--- config.mk ---
export PLATFORM = sky130hd
export DESIGN_NAME = pcm_dc_block_fifo
export DESIGN_NICKNAME = d
export VERILOG_FILES = /design/src/rtl/pcm_pkg.sv /design/src/rtl/sync_fifo.sv /design/src/rtl/pcm_dc_block_fifo.sv
export SDC_FILE = /design/constraint.sdc
export NUM_CORES = 1
export LEC_CHECK = 0
export CAP_MARGIN = 15
export CORE_MARGIN = 2
export CORE_UTILIZATION = 30
export CTS_BUF_LIST = sky130_fd_sc_hd__clkbuf_8
export DETAILED_ROUTE_END_ITERATION = 10
export REMOVE_ABC_BUFFERS = 1
export SETUP_SLACK_MARGIN = 0.2
export SLEW_MARGIN = 20
export SYNTH_ARGS = -nofsm -noshare
export SYNTH_HDL_FRONTEND = slang
export SYNTH_HIERARCHICAL = 1
export SYNTH_SLANG_ARGS = --single-unit
export TNS_END_PERCENT = 100
--- constraint.sdc ---
create_clock -name clk -period 5.9 [get_ports clk]
set_clock_uncertainty 0.15 [all_clocks]
set_input_delay 1.18 -clock clk [delete_from_list [all_inputs] [get_ports clk]]
set_output_delay 1.18 -clock clk [all_outputs]
set_load 0.02 [all_outputs]
--- src/rtl/pcm_pkg.sv ---
`timescale 1ns/1ps
`default_nettype none
// ============================================================================
// Module   : pcm_pkg
// Purpose  : Shared PCM definitions: sample width, saturation helper and the
//            DC-blocker control FSM encoding.
// Revision : 1.0 - initial release
// ============================================================================
package pcm_pkg;

    localparam int PCM_W = 16;

    typedef enum logic [1:0] {
        IDLE  = 2'd0,
        PRIME = 2'd1,
        RUN   = 2'd2
    } pcm_state_e;

    // Clamp a PCM_W+2 wide signed value into the PCM_W signed range.
    // In range exactly when the top three bits agree.
    function automatic logic signed [PCM_W-1:0] sat_pcm(input logic signed [PCM_W+1:0] d);
        if ((d[PCM_W+1:PCM_W-1] == 3'b000) || (d[PCM_W+1:PCM_W-1] == 3'b111)) begin
            sat_pcm = d[PCM_W-1:0];
        end else if (d[PCM_W+1]) begin
            sat_pcm = {1'b1, {(PCM_W-1){1'b0}}};
        end else begin
            sat_pcm = {1'b0, {(PCM_W-1){1'b1}}};
        end
    endfunction

endpackage
`default_nettype wire

--- src/rtl/sync_fifo.sv ---
`timescale 1ns/1ps
`default_nettype none
// ============================================================================
// Module   : sync_fifo
// Purpose  : Single-clock FIFO, registered write, first-word-fall-through
//            read. A pop on an empty FIFO is ignored; a push on a full FIFO
//            is accepted only when a pop frees the slot in the same cycle.
// Revision : 1.0 - initial release
// ============================================================================
module sync_fifo #(
    parameter int DATA_W = 16,
    parameter int DEPTH  = 16
) (
    input  logic                     clk,
    input  logic                     reset_n,
    input  logic                     push_i,
    input  logic [DATA_W-1:0]        data_i,
    input  logic                     pop_i,
    output logic [DATA_W-1:0]        data_o,
    output logic                     full_o,
    output logic                     empty_o,
    output logic [$clog2(DEPTH):0]   level_o
);
    localparam int             AW       = $clog2(DEPTH);
    localparam logic [AW:0]    LVL_FULL = (AW+1)'(DEPTH);

    logic [DATA_W-1:0] mem_q [DEPTH];
    logic [AW-1:0]     wr_ptr_q;
    logic [AW-1:0]     rd_ptr_q;
    logic [AW:0]       level_q;
    logic              pop_ok;
    logic              push_ok;

    assign full_o  = (level_q == LVL_FULL);
    assign empty_o = (level_q == '0);
    assign pop_ok  = pop_i & ~empty_o;
    assign push_ok = push_i & (~full_o | pop_ok);
    assign data_o  = mem_q[rd_ptr_q];
    assign level_o = level_q;

    // Storage array: written at the write pointer on an accepted push.
    always_ff @(posedge clk or negedge reset_n) begin
        if (!reset_n) begin
            for (int i = 0; i < DEPTH; i++) begin
                mem_q[i] <= '0;
            end
        end else if (push_ok) begin
            mem_q[wr_ptr_q] <= data_i;
        end
    end

    // Pointers wrap naturally (DEPTH is a power of two); level tracks occupancy.
    always_ff @(posedge clk or negedge reset_n) begin
        if (!reset_n) begin
            wr_ptr_q <= '0;
            rd_ptr_q <= '0;
            level_q  <= '0;
        end else begin
            if (push_ok) wr_ptr_q <= wr_ptr_q + 1'b1;
            if (pop_ok)  rd_ptr_q <= rd_ptr_q + 1'b1;
            case ({push_ok, pop_ok})
                2'b10:   level_q <= level_q + 1'b1;
                2'b01:   level_q <= level_q - 1'b1;
                default: level_q <= level_q;
            endcase
        end
    end

endmodule
`default_nettype wire

--- src/rtl/pcm_dc_block_fifo.sv ---
`timescale 1ns/1ps
`default_nettype none
// ============================================================================
// Module   : pcm_dc_block_fifo
// Purpose  : Captures decimator PCM samples on the synchronised pcm_clk rise,
//            removes DC with a one-pole high-pass filter and buffers the
//            results in a FWFT FIFO behind a valid/ready port.
// Revision : 1.0 - initial release
// ============================================================================
module pcm_dc_block_fifo
    import pcm_pkg::*;
#(
    parameter int DATA_W      = PCM_W,
    parameter int DC_SHIFT    = 8,
    parameter int FIFO_DEPTH  = 16,
    parameter int SYNC_STAGES = 2
) (
    input  logic                          clk,
    input  logic                          reset_n,
    input  logic                          pcm_clk_in,
    input  logic [DATA_W-1:0]             pcm_in,
    input  logic                          enable,
    output logic [DATA_W-1:0]             out_data,
    output logic                          out_valid,
    input  logic                          out_ready,
    output logic [$clog2(FIFO_DEPTH):0]   fifo_level,
    output logic                          overflow,
    input  logic                          clear_overflow
);
    logic [SYNC_STAGES-1:0]      sync_q;
    logic                        edge_q;
    logic                        cap_pulse;
    logic                        cap_dly_q;
    logic signed [DATA_W-1:0]    x_cur_q;
    logic signed [DATA_W-1:0]    x_prev_q;
    logic signed [DATA_W-1:0]    y_prev_q;
    logic signed [DATA_W-1:0]    y_q;
    logic                        push_q;
    logic                        overflow_q;
    pcm_state_e                  state_q;
    pcm_state_e                  state_d;

    logic signed [DATA_W+1:0]    x_cur_s;
    logic signed [DATA_W+1:0]    x_prev_s;
    logic signed [DATA_W+1:0]    y_prev_s;
    logic signed [DATA_W+1:0]    d_s;
    logic signed [DATA_W-1:0]    y_sat;
    logic                        push;
    logic                        fifo_full;
    logic                        fifo_empty;
    logic                        drop;

    // Synchroniser chain plus edge flop for the slow sample strobe.
    always_ff @(posedge clk or negedge reset_n) begin
        if (!reset_n) begin
            sync_q <= '0;
            edge_q <= 1'b0;
        end else begin
            sync_q <= {sync_q[SYNC_STAGES-2:0], pcm_clk_in};
            edge_q <= sync_q[SYNC_STAGES-1];
        end
    end

    assign cap_pulse = sync_q[SYNC_STAGES-1] & ~edge_q;

    // Sample capture; the decimator holds pcm_in stable around the rise.
    always_ff @(posedge clk or negedge reset_n) begin
        if (!reset_n) begin
            x_cur_q   <= '0;
            cap_dly_q <= 1'b0;
        end else begin
            cap_dly_q <= cap_pulse;
            if (cap_pulse) x_cur_q <= pcm_in;
        end
    end

    // FSM state register.
    always_ff @(posedge clk or negedge reset_n) begin
        if (!reset_n) state_q <= IDLE;
        else          state_q <= state_d;
    end

    // FSM next state: prime on the first captured sample, then run.
    always_comb begin
        state_d = state_q;
        case (state_q)
            IDLE:    state_d = PRIME;
            PRIME:   if (cap_dly_q) state_d = RUN;
            RUN:     state_d = RUN;
            default: state_d = IDLE;
        endcase
        if (!enable) state_d = IDLE;
    end

    // High-pass filter arithmetic, two guard bits to hold the full range.
    assign x_cur_s  = {{2{x_cur_q[DATA_W-1]}},  x_cur_q};
    assign x_prev_s = {{2{x_prev_q[DATA_W-1]}}, x_prev_q};
    assign y_prev_s = {{2{y_prev_q[DATA_W-1]}}, y_prev_q};
    assign d_s      = x_cur_s - x_prev_s + y_prev_s - (y_prev_s >>> DC_SHIFT);
    assign y_sat    = sat_pcm(d_s);

    // Filter state and result register; disabling clears state and kills
    // any result waiting to be pushed.
    always_ff @(posedge clk or negedge reset_n) begin
        if (!reset_n) begin
            x_prev_q <= '0;
            y_prev_q <= '0;
            y_q      <= '0;
            push_q   <= 1'b0;
        end else if (!enable) begin
            x_prev_q <= '0;
            y_prev_q <= '0;
            push_q   <= 1'b0;
        end else begin
            push_q <= 1'b0;
            if (cap_dly_q) begin
                case (state_q)
                    PRIME: begin
                        x_prev_q <= x_cur_q;
                        y_prev_q <= '0;
                    end
                    RUN: begin
                        x_prev_q <= x_cur_q;
                        y_prev_q <= y_sat;
                        y_q      <= y_sat;
                        push_q   <= 1'b1;
                    end
                    default: ;
                endcase
            end
        end
    end

    assign push = push_q & enable;
    assign drop = push & fifo_full & ~(out_valid & out_ready);

    // Sticky overflow; a clear takes priority over a same-cycle drop.
    always_ff @(posedge clk or negedge reset_n) begin
        if (!reset_n)            overflow_q <= 1'b0;
        else if (clear_overflow) overflow_q <= 1'b0;
        else if (drop)           overflow_q <= 1'b1;
    end

    assign overflow  = overflow_q;
    assign out_valid = ~fifo_empty;

    sync_fifo #(
        .DATA_W (DATA_W),
        .DEPTH  (FIFO_DEPTH)
    ) u_fifo (
        .clk     (clk),
        .reset_n (reset_n),
        .push_i  (push),
        .data_i  (y_q),
        .pop_i   (out_ready),
        .data_o  (out_data),
        .full_o  (fifo_full),
        .empty_o (fifo_empty),
        .level_o (fifo_level)
    );

endmodule
`default_nettype wire

; After elaboration in Yosys (flattened, before gate mapping)
; Index checks and enable logic that the tools add are counted.
[word_totals]
reg_bits = 341
input_bits = 22
out_inout_bits = 23
wordCells = 96
[classes]
addsub = 7
magnitude_cmp = 3
eq_ne = 10
n_mux = 23
n_bitwise = 13
reduce_logical = 11
[ops]
columns = cell, count
row1 = bitwise mux 256 bit, 1
row2 = 2-to-1 mux 16 bit, 10
row3 = binary-select mux 16 bit (select 4 bit), 1
row4 = demux 16 bit (select 4 bit), 1
row5 = case mux 16 bit (2 select lines), 1
row6 = adder 17 x 16 -> 18 bit, 1
row7 = subtractor 18 x 8 -> 18 bit, 1
row8 = subtractor 16 x 16 -> 17 bit, 1
row9 = "greater-or-equal comparator 5 bit, second input constant", 2
row10 = NOT 4 -> 5 bit, 2
row11 = case mux 5 bit (2 select lines), 1
row12 = "adder 4 x 1 -> 4 bit, second input constant", 2
row13 = bitwise AND 1 bit, 6
row14 = case mux 2 bit (3 select lines), 1
row15 = "adder 5 x 1 -> 5 bit, second input constant", 1
row16 = "== test 5 bit, second input constant", 1
row17 = logical NOT 5 bit, 1
row18 = "< comparator 5 x 1 -> 1 bit, second input constant", 1
row19 = 2-to-1 mux 1 bit, 5
row20 = "subtractor 5 x 1 -> 5 bit, second input constant", 1
row21 = "== test 2 x 1 -> 1 bit, second input constant", 2
row22 = "== test 2 bit, second input constant", 2
row23 = 2-to-1 mux 2 bit, 2
row24 = NOT 1 bit, 4
row25 = other kinds (14), 16

; Longest topological paths before layout
; Gate-level depths: netlist of run 1.
[logic_depth]
ltp_word = 9
mapped_depth = 15
depth_no_buf = 14

; Hierarchy
; Netlist of run 1, hierarchy kept.
[modules_own_cells]
columns = module, instances, cells_per_inst, area_per_inst_um2, seq_area_each_um2
row1 = sync_fifo, 1, 780, 12580.8, 6731.5
row2 = pcm_dc_block_fifo, 1, 482, 4749.6, 1801.7

; Worst setup path before layout of run 1
; No wires, ideal clock.
[synth_timing]
kind = reg2reg
start = register y_prev_q[15]
end = register y_prev_q[10]
t_arrival_ps = 3884
slack_ps = 1740
path_stages_with_launch = 16
n_path_buf = 2
synth_period_minus_slack_ps = 4160
path_cell_list = dfrtp_1 > inv_1 > fa_1 > inv_1 > fa_1 > inv_1 > ha_1 > clkbuf_1 > a21oi_1 > o21ai_0 > or4_1 > o221ai_1 > nor3_1 > a21o_4 > buf_6 > a221o_1
[synth_between]
elab_chain_len = 8
[synth_lines]
columns = element, line_no
row1 = "start, declared", pcm_dc_block_fifo.sv:36  ; logic signed [DATA_W-1:0] y_prev_q;
row2 = "start signal, assigned", pcm_dc_block_fifo.sv:124  ; y_prev_q <= y_sat;
row3 = adder 17 x 16 -> 18 bit, pcm_dc_block_fifo.sv:99  ; assign d_s = x_cur_s - x_prev_s + y_prev_s - (y_prev_s >>> DC_SHIFT);
row4 = subtractor 18 x 8 -> 18 bit *, pcm_dc_block_fifo.sv:99
row5 = == test 3 bit or logical NOT 3 bit (tied branches), pcm_pkg.sv:22  ; if ((d[PCM_W+1:PCM_W-1] == 3'b000) || (d[PCM_W+1:PCM_W-1] == 3'b111)) begin
row6 = logical OR 1 bit, pcm_pkg.sv:22
row7 = 2-to-1 mux 16 bit *, pcm_pkg.sv:22
row8 = case mux 16 bit (2 select lines) *, pcm_dc_block_fifo.sv:117  ; case (state_q)
row9 = 2-to-1 mux 16 bit *, pcm_dc_block_fifo.sv:116  ; if (cap_dly_q) begin
row10 = 2-to-1 mux 16 bit *, pcm_dc_block_fifo.sv:110  ; end else if (!enable) begin
; Every way passes the cells marked *; elsewhere a longest branch is shown, timed or not. The select of a mux whose other input is x is not followed.
; A chain may end at the register's enable or synchronous reset.

; Final worst setup path of run 1
[layout_timing]
start = register u_fifo.rd_ptr_q[0]
end = output out_data[0]
[layout_between]
elab_chain_len = 4
[layout_lines]
columns = element, line_no
row1 = "start, declared", sync_fifo.sv:29  ; logic [AW-1:0] rd_ptr_q;
row2 = "start signal, assigned", sync_fifo.sv:60  ; if (pop_ok) rd_ptr_q <= rd_ptr_q + 1'b1;
row3 = NOT 4 -> 5 bit (implied by the code), sync_fifo.sv:38  ; assign data_o = mem_q[rd_ptr_q];
row4 = binary-select mux 16 bit (select 4 bit), sync_fifo.sv:38
row5 = 2-to-1 mux 16 bit (implied by the code) (2 in a row), sync_fifo.sv:38
row6 = "end, declared", pcm_dc_block_fifo.sv:23  ; output logic [DATA_W-1:0] out_data,
; Every way passes these cells. The select of a mux whose other input is x is not followed.

==> results of run 1 <==
==> routing by layer <==
metal	vias to the layer above	wire, µm	GRT usage, %
li1	4643	-	-
met1	5416	17800	18.2
met2	177	19700	23.0
met3	53	1640	2.73
met4	0	583	3.07
met5	-	0	0
==> registers in the layout, indices dropped and copies added, names as in the netlist <==
register         count
x_prev_q            16
u_fifo/wr_ptr_q      4
u_fifo/mem_q       256
edge_q               1
y_prev_q            16
cap_dly_q            1
u_fifo/rd_ptr_q      4
y_q                 16
u_fifo/level_o       5
overflow             1
state_q              2
x_cur_q             16
sync_q               2
push_q               1
==> final cells by class <==
type | instances | area [µm²] | share of cell area (%)
multi-input cells | 760 | 8110 | 40.7
clock inverters | 31 | 228 | 1.14
repair buffers | 69 | 671 | 3.37
inverters | 81 | 304 | 1.53
clock buffers | 80 | 1100 | 5.53
flip-flops and latches | 341 | 8540 | 42.9
well taps | 765 | 957 | 4.81
==> per-stage QoR <==
stage | instances | setup WS (ns)
5_1_grt | 2127 | 0.742
3_5_place_dp | 2016 | 1.10
3_3_place_gp | 2016 | 1.23
4_1_cts | 2127 | 0.990
2_1_floorplan | 1182 | 0.955
6_report | 2127 | 1.10
==> how the worst min path moves through the flow <==
stage                        startpoint             endpoint  slack (ns)  depth (start not counted)
detailed placement  sync_q[0]$_DFF_PN0_  sync_q[1]$_DFF_PN0_        0.20                          0
CTS                 sync_q[0]$_DFF_PN0_  sync_q[1]$_DFF_PN0_        0.21                          0
finish              sync_q[0]$_DFF_PN0_  sync_q[1]$_DFF_PN0_        0.20                          0
floorplan           sync_q[0]$_DFF_PN0_  sync_q[1]$_DFF_PN0_        0.18                          0
global placement    sync_q[0]$_DFF_PN0_  sync_q[1]$_DFF_PN0_        0.19                          0
global route        sync_q[0]$_DFF_PN0_  sync_q[1]$_DFF_PN0_        0.21                          0
==> cells by family (layout without fill, tap and decap cells) <==
group	after synthesis	count (layout)	synth area share, %
flip-flops	341	341	49.2
multiplexers	326	326	26.2
AO/OA/AOI/OAI	177	177	7.65
AND/OR/NAND/NOR	170	170	5.35
buffers and inverters	161	261	4.25
adder cells (fa/ha/maj)	65	65	6.21
XOR/XNOR	22	22	1.11
==> cell usage in the layout, fill, tap and decap left out, types with 4 or more instances in the layout <==
cell type / netlist / layout
xor2_1: 10 / 10
xnor2_1: 12 / 12
a221o_1: 15 / 15
nor2_1: 12 / 11
clkbuf_8: 0 / 80
nand3_1: 8 / 8
a21o_1: 5 / 5
nor3_4: 10 / 11
nand2_1: 97 / 97
mux2_4: 40 / 40
dfrtp_1: 341 / 339
and2_1: 6 / 6
nor2_4: 3 / 4
clkdlybuf4s50_1: 0 / 43
o21ai_0: 29 / 29
buf_4: 0 / 22
ha_1: 30 / 30
a22oi_1: 44 / 44
fa_1: 35 / 35
a21oi_1: 32 / 32
clkinv_2: 0 / 6
mux4_2: 64 / 64
nand2b_1: 4 / 4
a21boi_0: 17 / 17
inv_1: 81 / 99
nor2b_1: 7 / 4
mux2_2: 220 / 220
nor3_1: 6 / 6
==> worst max-delay path, stage by stage (launching register included) <==
cell,delay (ns)
dfrtp_4,0.73
buf_4,0.47
mux4_2,0.55
a22oi_1,0.23
nand2_1,0.21
clkdlybuf4s50_1,0.59
==> power breakdown <==
group | total, µW | switching, µW | internal, µW
Combinational | 3130 | 1900 | 1220
Sequential | 2950 | 449 | 2500
Clock | 2370 | 1020 | 1340
Total | 8440 | 3370 | 5060
==> flow_summary.toml, run 1 <==
[run_status]
status = "completed"

[placed_design]
place_congestion = 0.794
dp_hpwl_mm = 24.6
place_area_um2 = 18600
place.port_buffers = 44

[global_route]
grt.overflow.total = 0
antenna_found_initial = 0
grt_max_degree = 108
track_usage_pct = 13.7
grt_pass1_wl_mm = 64.5
grt_pass1_vias = 11200

[floorplan]
rows = 88
initial_utilization_pct = 30.2
core_um2 = 57400
dieArea_um2 = 59700
dieHeight_um = 244
die_w_um = 244
ios = 45

[detailed_routing]
dr_total_vias = 10300
dr.first_iter.drc_count = 748
first_pass_iters = 5
wl_per_cell_um = 18.7
drtAntennaViolNets = 0
totalWireLength_mm = 39.7
post_drt_via_cell_ratio = 4.84
drc_errors = 0

[setup_path]
cp.arrival_ns = 3.47
end_kind = "output pin"
r2r_cells = 13
worstSetupPathType = "register to output pin"
reg2reg_slack_ns = 1.12
critPathMaxFanout = 24
reg2reg_from = "y_prev_q[15]$_DFFE_PN0P_"
cp_data_required_time_ns = 4.57
critPathLaunchType = "register"
startpoint = "u_fifo/rd_ptr_q[0]$_DFFE_PN0P_"
crit_end = "out_data[0]"
worstReg2RegEnd = "y_q[6]$_DFFE_PN0P_"

[cts]
cts_made_buffers = 59
cts_resized = 0
clk_pin_slew_ns = 0.06
cts_setup_buffers = 0
clk_latency_ns = 0.65
cts_sinks = 341
htreeDepth = 2
ctsHoldBuffers = 0
tritoncts = "done"
cts_root_buf = "clkbuf_8"
clk_path_buf_depth = 3

[logic_synthesis]
post-synth-top-area-cell = "dfrtp_1"
yosysWarnings = 6
yosysSeqAreaShare_pct = 49.2
avgSynthCellArea_um2 = 13.7
synthMostInstantiatedCell = "dfrtp_1"
ys_types = 61
synth-edff-count = 0
synth_area_um2 = 17300
async_reset_ff_share_pct = 100
synthTopCellsByCount = "341 x dfrtp_1, 220 x mux2_2, 97 x nand2_1, 81 x inv_1, 64 x mux4_2"
synth_seq_cells = 341
ys_top_cells_by_area = "dfrtp_1 49%, mux2_2 14%, mux4_2 8.3%, fa_1 4.0%, mux2_4 3.5%"
syn-instance-count = 1262
synth_top_cell_area_share_pct = 49.2
ys.flop_type = "dfrtp_1"

[finish]
design_area_um2 = 19900
fillCellCount = 5569
fin_nets = 1399
n_antenna_cell = 0
final_core_util_pct = 34.7
syn_to_final_growth_pct = 14.9
final_layout_size_suffix_gt1_share_pct = 35.4

[power_and_ir_drop]
p_leak_uw = 0.00918
power.density_nw_per_um2 = 424
power.total_uw = 8440
vdd_drop_max_mv = 0.210

[sta]
period_minus_slack_ns = 4.80
final_max_slew_viol_count = 0
timing.fmax_ghz = 0.208
finalCritPeriodShare_pct = 81.4
worstMarginPinSlew_ns = 1.06
relSlewSlack_pct = 29.2
hold_ws_ns = 0.202
hold_violations = 0
rsz0062_at_grt = "false"
finalSetupViolations = 0
fin_tns_setup_ns = 0

[run]
maxCapViolations = 0

[min_path]
hp-class = "register to register"
(Power assumes the default switching activity.)
==> inputs of run 2 (changes only) <==
- clock period: 5.9 -> 4 ns (I/O delays scaled with it)
==> run 2 against run 1 <==
  * Utilization is 1.7 points higher
  * Routed wire length is 5.0% higher
  * Largest power group unchanged
  * Worst hold slack hardly changed
  * Setup slack worse by 0.97 ns
  * Cell count is 3.3% higher
==> flow_summary.toml, run 2 (synthesis gave the netlist of run 1 again) <==
[run_status]
status = "completed"

[power_and_ir_drop]
p_leak_uw = 0.00971
vdd_drop_max_mv = 0.468
power.total_uw = 14300
power.density_nw_per_um2 = 683

[global_route]
grt_pass1_wl_mm = 66.5
grt_pass1_vias = 11500
grt.overflow.total = 0
antenna_found_initial = 1
grt_max_degree = 92
track_usage_pct = 14.1

[setup_path]
critPathMaxFanout = 5
worstSetupPathType = "register to register"
path_buf_inv = 6
cp_cell_sequence = "buf_6, buf_6, fa_1, fa_1, inv_2, ha_4, a21oi_2, o21ai_2, or4_4, o221ai_4, nor3_4, buf_4, buf_6, buf_6, a32oi_1, nand2_1"
max_stage_delay_ns = 0.57
cp_data_required_time_ns = 4.36
cp.arrival_ns = 4.23
end_kind = "register"
critPathTopFamily = "adder cells"
cp_common_cell = "buf_6"
critPathLaunchType = "register"
slowest_stage = "fa_1"

[finish]
fillCellCount = 5438
syn_to_final_growth_pct = 20.4
n_antenna_cell = 0
final_cells = 2198
fin_nets = 1473
final_cell_mix = "338 x dfrtp_1, 220 x mux2_2, 96 x nand2_1"
largest-register = "u_fifo/mem_q"
largest_reg_flops = 256
design_area_um2 = 20900
mostFrequentLayoutCell = "dfrtp_1"
final_layout_size_suffix_gt1_share_pct = 42.5

[floorplan]
core_um2 = 57400
dieHeight_um = 244
ios = 45
rows = 88
die_w_um = 244
initial_utilization_pct = 30.2
dieArea_um2 = 59700

[run]
maxCapViolations = 0

[placed_design]
place_congestion = 0.871
dp_hpwl_mm = 26.0
place_area_um2 = 19000
dp.cells = 2068
place.port_buffers = 44
place_ws_ns = -0.197

[cts]
clk_latency_ns = 0.64
tritoncts = "done"
cts_root_buf = "clkbuf_8"
cts_sinks = 341
clk_path_buf_depth = 3
cts_made_buffers = 57
clk_pin_slew_ns = 0.06
htreeDepth = 2

[detailed_routing]
drc_errors = 0
wl_met1_mm = 18.8
met3RoutedLength_mm = 1.54
dr_total_vias = 10600
totalWireLength_mm = 41.7
drtAntennaViolNets = 0
first_pass_iters = 4
wl_per_cell_um = 19.0
dr.first_iter.drc_count = 527
post_drt_via_cell_ratio = 4.84
top_layer = "met4"
dr_wl_met2_mm = 20.3

[sta]
relSlewSlack_pct = 51.4
hold_ws_ns = 0.203
final_max_slew_viol_count = 0
finalCritPeriodShare_pct = 96.8
fin_ws_ns = 0.130
rsz0062_at_grt = "true"
worstMarginPinSlew_ns = 0.726
finalSetupViolations = 0
timing.fmax_ghz = 0.258
hold_violations = 0
period_minus_slack_ns = 3.87

[min_path]
hp-class = "register to register"
==> run 2: changes by cell type in the layout (fill, tap and decap cells not counted), moves of 7 or more <==
cell	previous run	this run
buf_4	22	80
buf_6	0	10
dlygate4sd2_1	0	14
a21oi_1	32	25
ha_4	0	8
clkdlybuf4s50_1	43	27
inv_1	99	92
ha_1	30	19
==> run 2: worst paths after layout <==
path,startpoint,to,slack [ns],cells after the start
setup / recovery,y_prev_q[15]$_DFFE_PN0P_,y_q[12]$_DFFE_PN0P_,0.13,16
hold / removal,sync_q[0]$_DFF_PN0_,sync_q[1]$_DFF_PN0_,0.20,0
setup reg to reg,y_prev_q[15]$_DFFE_PN0P_,y_q[12]$_DFFE_PN0P_,0.13,16
hold reg to reg,sync_q[0]$_DFF_PN0_,sync_q[1]$_DFF_PN0_,0.20,0
max in group asynchronous,reset_n,u_fifo/rd_ptr_q[0]$_DFFE_PN0P_,2.09,3
min in group asynchronous,reset_n,u_fifo/mem_q[118]$_DFFE_PN0P_,0.61,2
==> run 2: metal layers <==
layer / vias to the layer above / GRT usage (%)
met5: - / 0
met4: 0 / 3.95
met3: 74 / 2.49
met2: 181 / 23.6
met1: 5596 / 18.8
li1: 4783 / -
==> run 2: through the flow <==
step                        TNS, ns  util [%]
after detailed placement      -3.19      33.1
after global placement        -1.00      33.1
after floorplan              -12.58         -
after global routing      -0.000398      36.4
final                             0      36.4
after CTS                         0      35.9
==> run 2: where the power goes <==
part	switching [µW]	total (µW)	internal [µW]
registers	545	4230	3690
logic	3720	6680	2950
clock network	1500	3360	1850
==> run 2: area by class of cell <==
type | instances | area (µm²) | share of cell area, %
clock buffers | 77 | 1060 | 5.08
clock inverters | 29 | 199 | 0.953
inverters | 81 | 304 | 1.46
multi-input cells | 761 | 8470 | 40.6
flip-flops and latches | 341 | 8540 | 40.9
well taps | 765 | 957 | 4.59
repair buffers | 144 | 1340 | 6.44
==> run 2: worst register-to-register path: stages, from the launching register on <==
cell	delay, ns
dfrtp_2	0.41
buf_6	0.13
buf_6	0.12
fa_1	0.52
fa_1	0.57
inv_2	0.05
ha_4	0.16
a21oi_2	0.14
o21ai_2	0.08
or4_4	0.50
o221ai_4	0.19
nor3_4	0.08
buf_4	0.15
buf_6	0.10
buf_6	0.11
a32oi_1	0.19
nand2_1	0.08
==> run 2: what timing repair did <==
action | CTS | global route
buffers inserted | 12 | 9
pin swaps | 43 | 17
endpoints found under the setup margin | 46 | 36
endpoints found under the hold margin | 4 | 0
gates cloned | 1 | 1
gates resized for setup | 50 | 51
hold buffers | 1 | 0
==> inputs of run 3 (changes only) <==
- CAP_MARGIN: 15 -> default
- DONT_BUFFER_PORTS: default -> 1
==> run 3 against run 2 <==
  * Cell count is 2.6% lower
  * Setup slack worse by 0.082 ns
  * Utilization is 1.1 points lower
  * Global-route usage is 0.18 points lower
  * The run now ends with negative hold slack left
  * Final area is 3.1% lower
  * Worst hold slack worse by 0.52 ns
  * Critical endpoint is now y_prev_q[8]$_DFFE_PN0P_
  * Largest power group unchanged
  * Via count is 1.5% lower
  * Sequential power is 2% higher
  * Critical path depth is 1 lower
  * Non-clock buffer count is 52 lower
  * Flip-flop and latch count stayed put
==> flow_summary.toml, run 3 (synthesis gave the netlist of run 1 again) <==
[sta]
final_max_slew_viol_count = 0
period_minus_slack_ns = 3.95
worstMarginPinSlew_ns = 0.971
rsz0062_at_grt = "true"
hold_ws_ns = -0.315
finalCritPeriodShare_pct = 98.8
hold_violations = 341
relSlewSlack_pct = 35.1
timing.fmax_ghz = 0.253
finalSetupViolations = 0
fin_ws_ns = 0.0472

[cts]
clk_latency_ns = 0.66
cts_made_buffers = 58
clk_path_buf_depth = 3
cts_root_buf = "clkbuf_8"
ctsHoldBuffers = 1
clk_pin_slew_ns = 0.07
tritoncts = "done"
cts_sinks = 341
htreeDepth = 2

[finish]
syn_to_final_growth_pct = 16.7
multi_input_area_um2 = 8520
final_cell_mix = "338 x dfrtp_1, 220 x mux2_2, 97 x nand2_1"
largest-register = "u_fifo/mem_q"
fin_nets = 1423
fillCellCount = 5493
n_antenna_cell = 0
final_layout_size_suffix_gt1_share_pct = 42.9
ff_latch_area_um2 = 8540
largest_reg_flops = 256
mostFrequentLayoutCell = "dfrtp_1"

[detailed_routing]
dr_total_vias = 10500
drtAntennaViolNets = 0
dr_wl_met2_mm = 20.1
first_pass_iters = 5
top_layer = "met4"
wl_met1_mm = 18.6
wl_per_cell_um = 19.5
post_drt_via_cell_ratio = 4.89
drc_errors = 0
dr.first_iter.drc_count = 509
met3RoutedLength_mm = 1.93
totalWireLength_mm = 41.6

[floorplan]
dieArea_um2 = 59700
initial_utilization_pct = 30.2
ios = 45
die_w_um = 244
core_um2 = 57400
rows = 88
dieHeight_um = 244

[min_path]
hp-class = "input port to asynchronous set/reset pin"

[global_route]
grt.overflow.total = 0
grt_max_degree = 342
antenna_found_initial = 0
track_usage_pct = 14.0
grt_pass1_vias = 11200
grt_pass1_wl_mm = 65.5

[run_status]
status = "complete, but fails checks"
violations = "negative hold slack"

[run]
maxCapViolations = 0

[power_and_ir_drop]
vdd_drop_max_mv = 0.435
combPwrFrac_pct = 46.8
switchingPower_uw = 5680
p_leak_uw = 0.00930
netSwitchingFraction_pct = 40.8
power.density_nw_per_um2 = 688
seqPwrFrac_pct = 30.9
p_int_uw = 8240
pwr-share-clk_pct = 22.3

[placed_design]
place_ws_ns = -0.194
place.port_buffers = 0
dp_hpwl_mm = 25.5
place_congestion = 0.783

[setup_path]
path_buf_inv = 4
reg2reg_slack_ns = 0.05
critPathLaunchType = "register"
slowest_stage = "fa_1"
cp_data_required_time_ns = 4.39
max_stage_delay_ns = 0.53
worstSetupPathType = "register to register"
cp.arrival_ns = 4.34
critPathMaxFanout = 8
critPathTopFamily = "adder cells"
end_kind = "register"
cp_cell_sequence = "inv_2, fa_1, inv_1, fa_1, inv_2, ha_4, fa_2, a211oi_4, o211ai_1, and4_4, o221ai_4, nor3_4, buf_4, a21o_4, a221o_1"
run 3: cell types whose count changed in the layout (fill, tap and decap cells not counted), sizes merged:
cell | before | now
buf | 100 | 91
clkbuf | 77 | 67
clkdlybuf4s50 | 27 | 0
clkinv | 11 | 8
clkinvlp | 0 | 1
dlygate4sd2 | 14 | 0
dlymetal6s2s | 2 | 0
inv | 97 | 102
o21a | 4 | 5
run 3: path summary, 6_finish.rpt:
path                                          from                             end  depth (start not counted)
setup / recovery           x_prev_q[0]$_DFFE_PN0P_         y_prev_q[8]$_DFFE_PN0P_                         15
hold / removal                             reset_n    u_fifo/mem_q[38]$_DFFE_PN0P_                          0
setup reg to reg           x_prev_q[0]$_DFFE_PN0P_         y_prev_q[8]$_DFFE_PN0P_                         15
hold reg to reg                sync_q[0]$_DFF_PN0_             sync_q[1]$_DFF_PN0_                          0
max in group asynchronous                  reset_n  u_fifo/rd_ptr_q[0]$_DFFE_PN0P_                          0
min in group clk                    clear_overflow            overflow$_DFFE_PN0P_                          1
run 3: per-stage QoR:
step	cell area (µm²)	cells	total power, µW	utilization [%]	setup TNS (ns)
6_report	20200	2140	13900	35.3	0
3_5_place_dp	18500	2015	9460	32.2	-4.02
3_3_place_gp	18500	2015	9370	32.2	-1.66
5_1_grt	20200	2140	14800	35.3	-0.124
2_1_floorplan	16900	1182	7510	-	-12.58
4_1_cts	20000	2131	13300	34.8	0
run 3: repair_timing:
| action | in CTS | in global routing |
|---|---|---|
| hold endpoints to repair | 342 | 341 |
| pin swaps | 31 | 22 |
| gates resized for setup | 48 | 41 |
| setup buffers | 13 | 8 |
| cloned | 3 | 1 |
| setup endpoints to repair | 31 | 32 |
run 3: final cells by class:
| cell class | count | share of cell area (%) |
|---|---|---|
| clock buffers | 67 | 4.56 |
| clock inverters | 32 | 1.02 |
| inverters | 81 | 1.50 |
| multi-input cells | 762 | 42.1 |
| flip-flops and latches | 341 | 42.2 |
| well taps | 765 | 4.73 |
| repair buffers | 92 | 3.87 |
run 3: power groups by stage:
stage	clock (µW)	sequential, µW	combinational (µW)
after CTS	3220	4280	5810
after global routing	3370	4350	7040
after detailed placement	0	4390	5070
final	3110	4300	6520
after global placement	0	4360	5010
after floorplan	0	4300	3210
run 3: metal layers:
layer | global-route usage (%) | vias up
li1 | - | 4674
met1 | 18.4 | 5541
met2 | 22.9 | 186
met3 | 3.00 | 73
met4 | 4.50 | 0
met5 | 0 | -
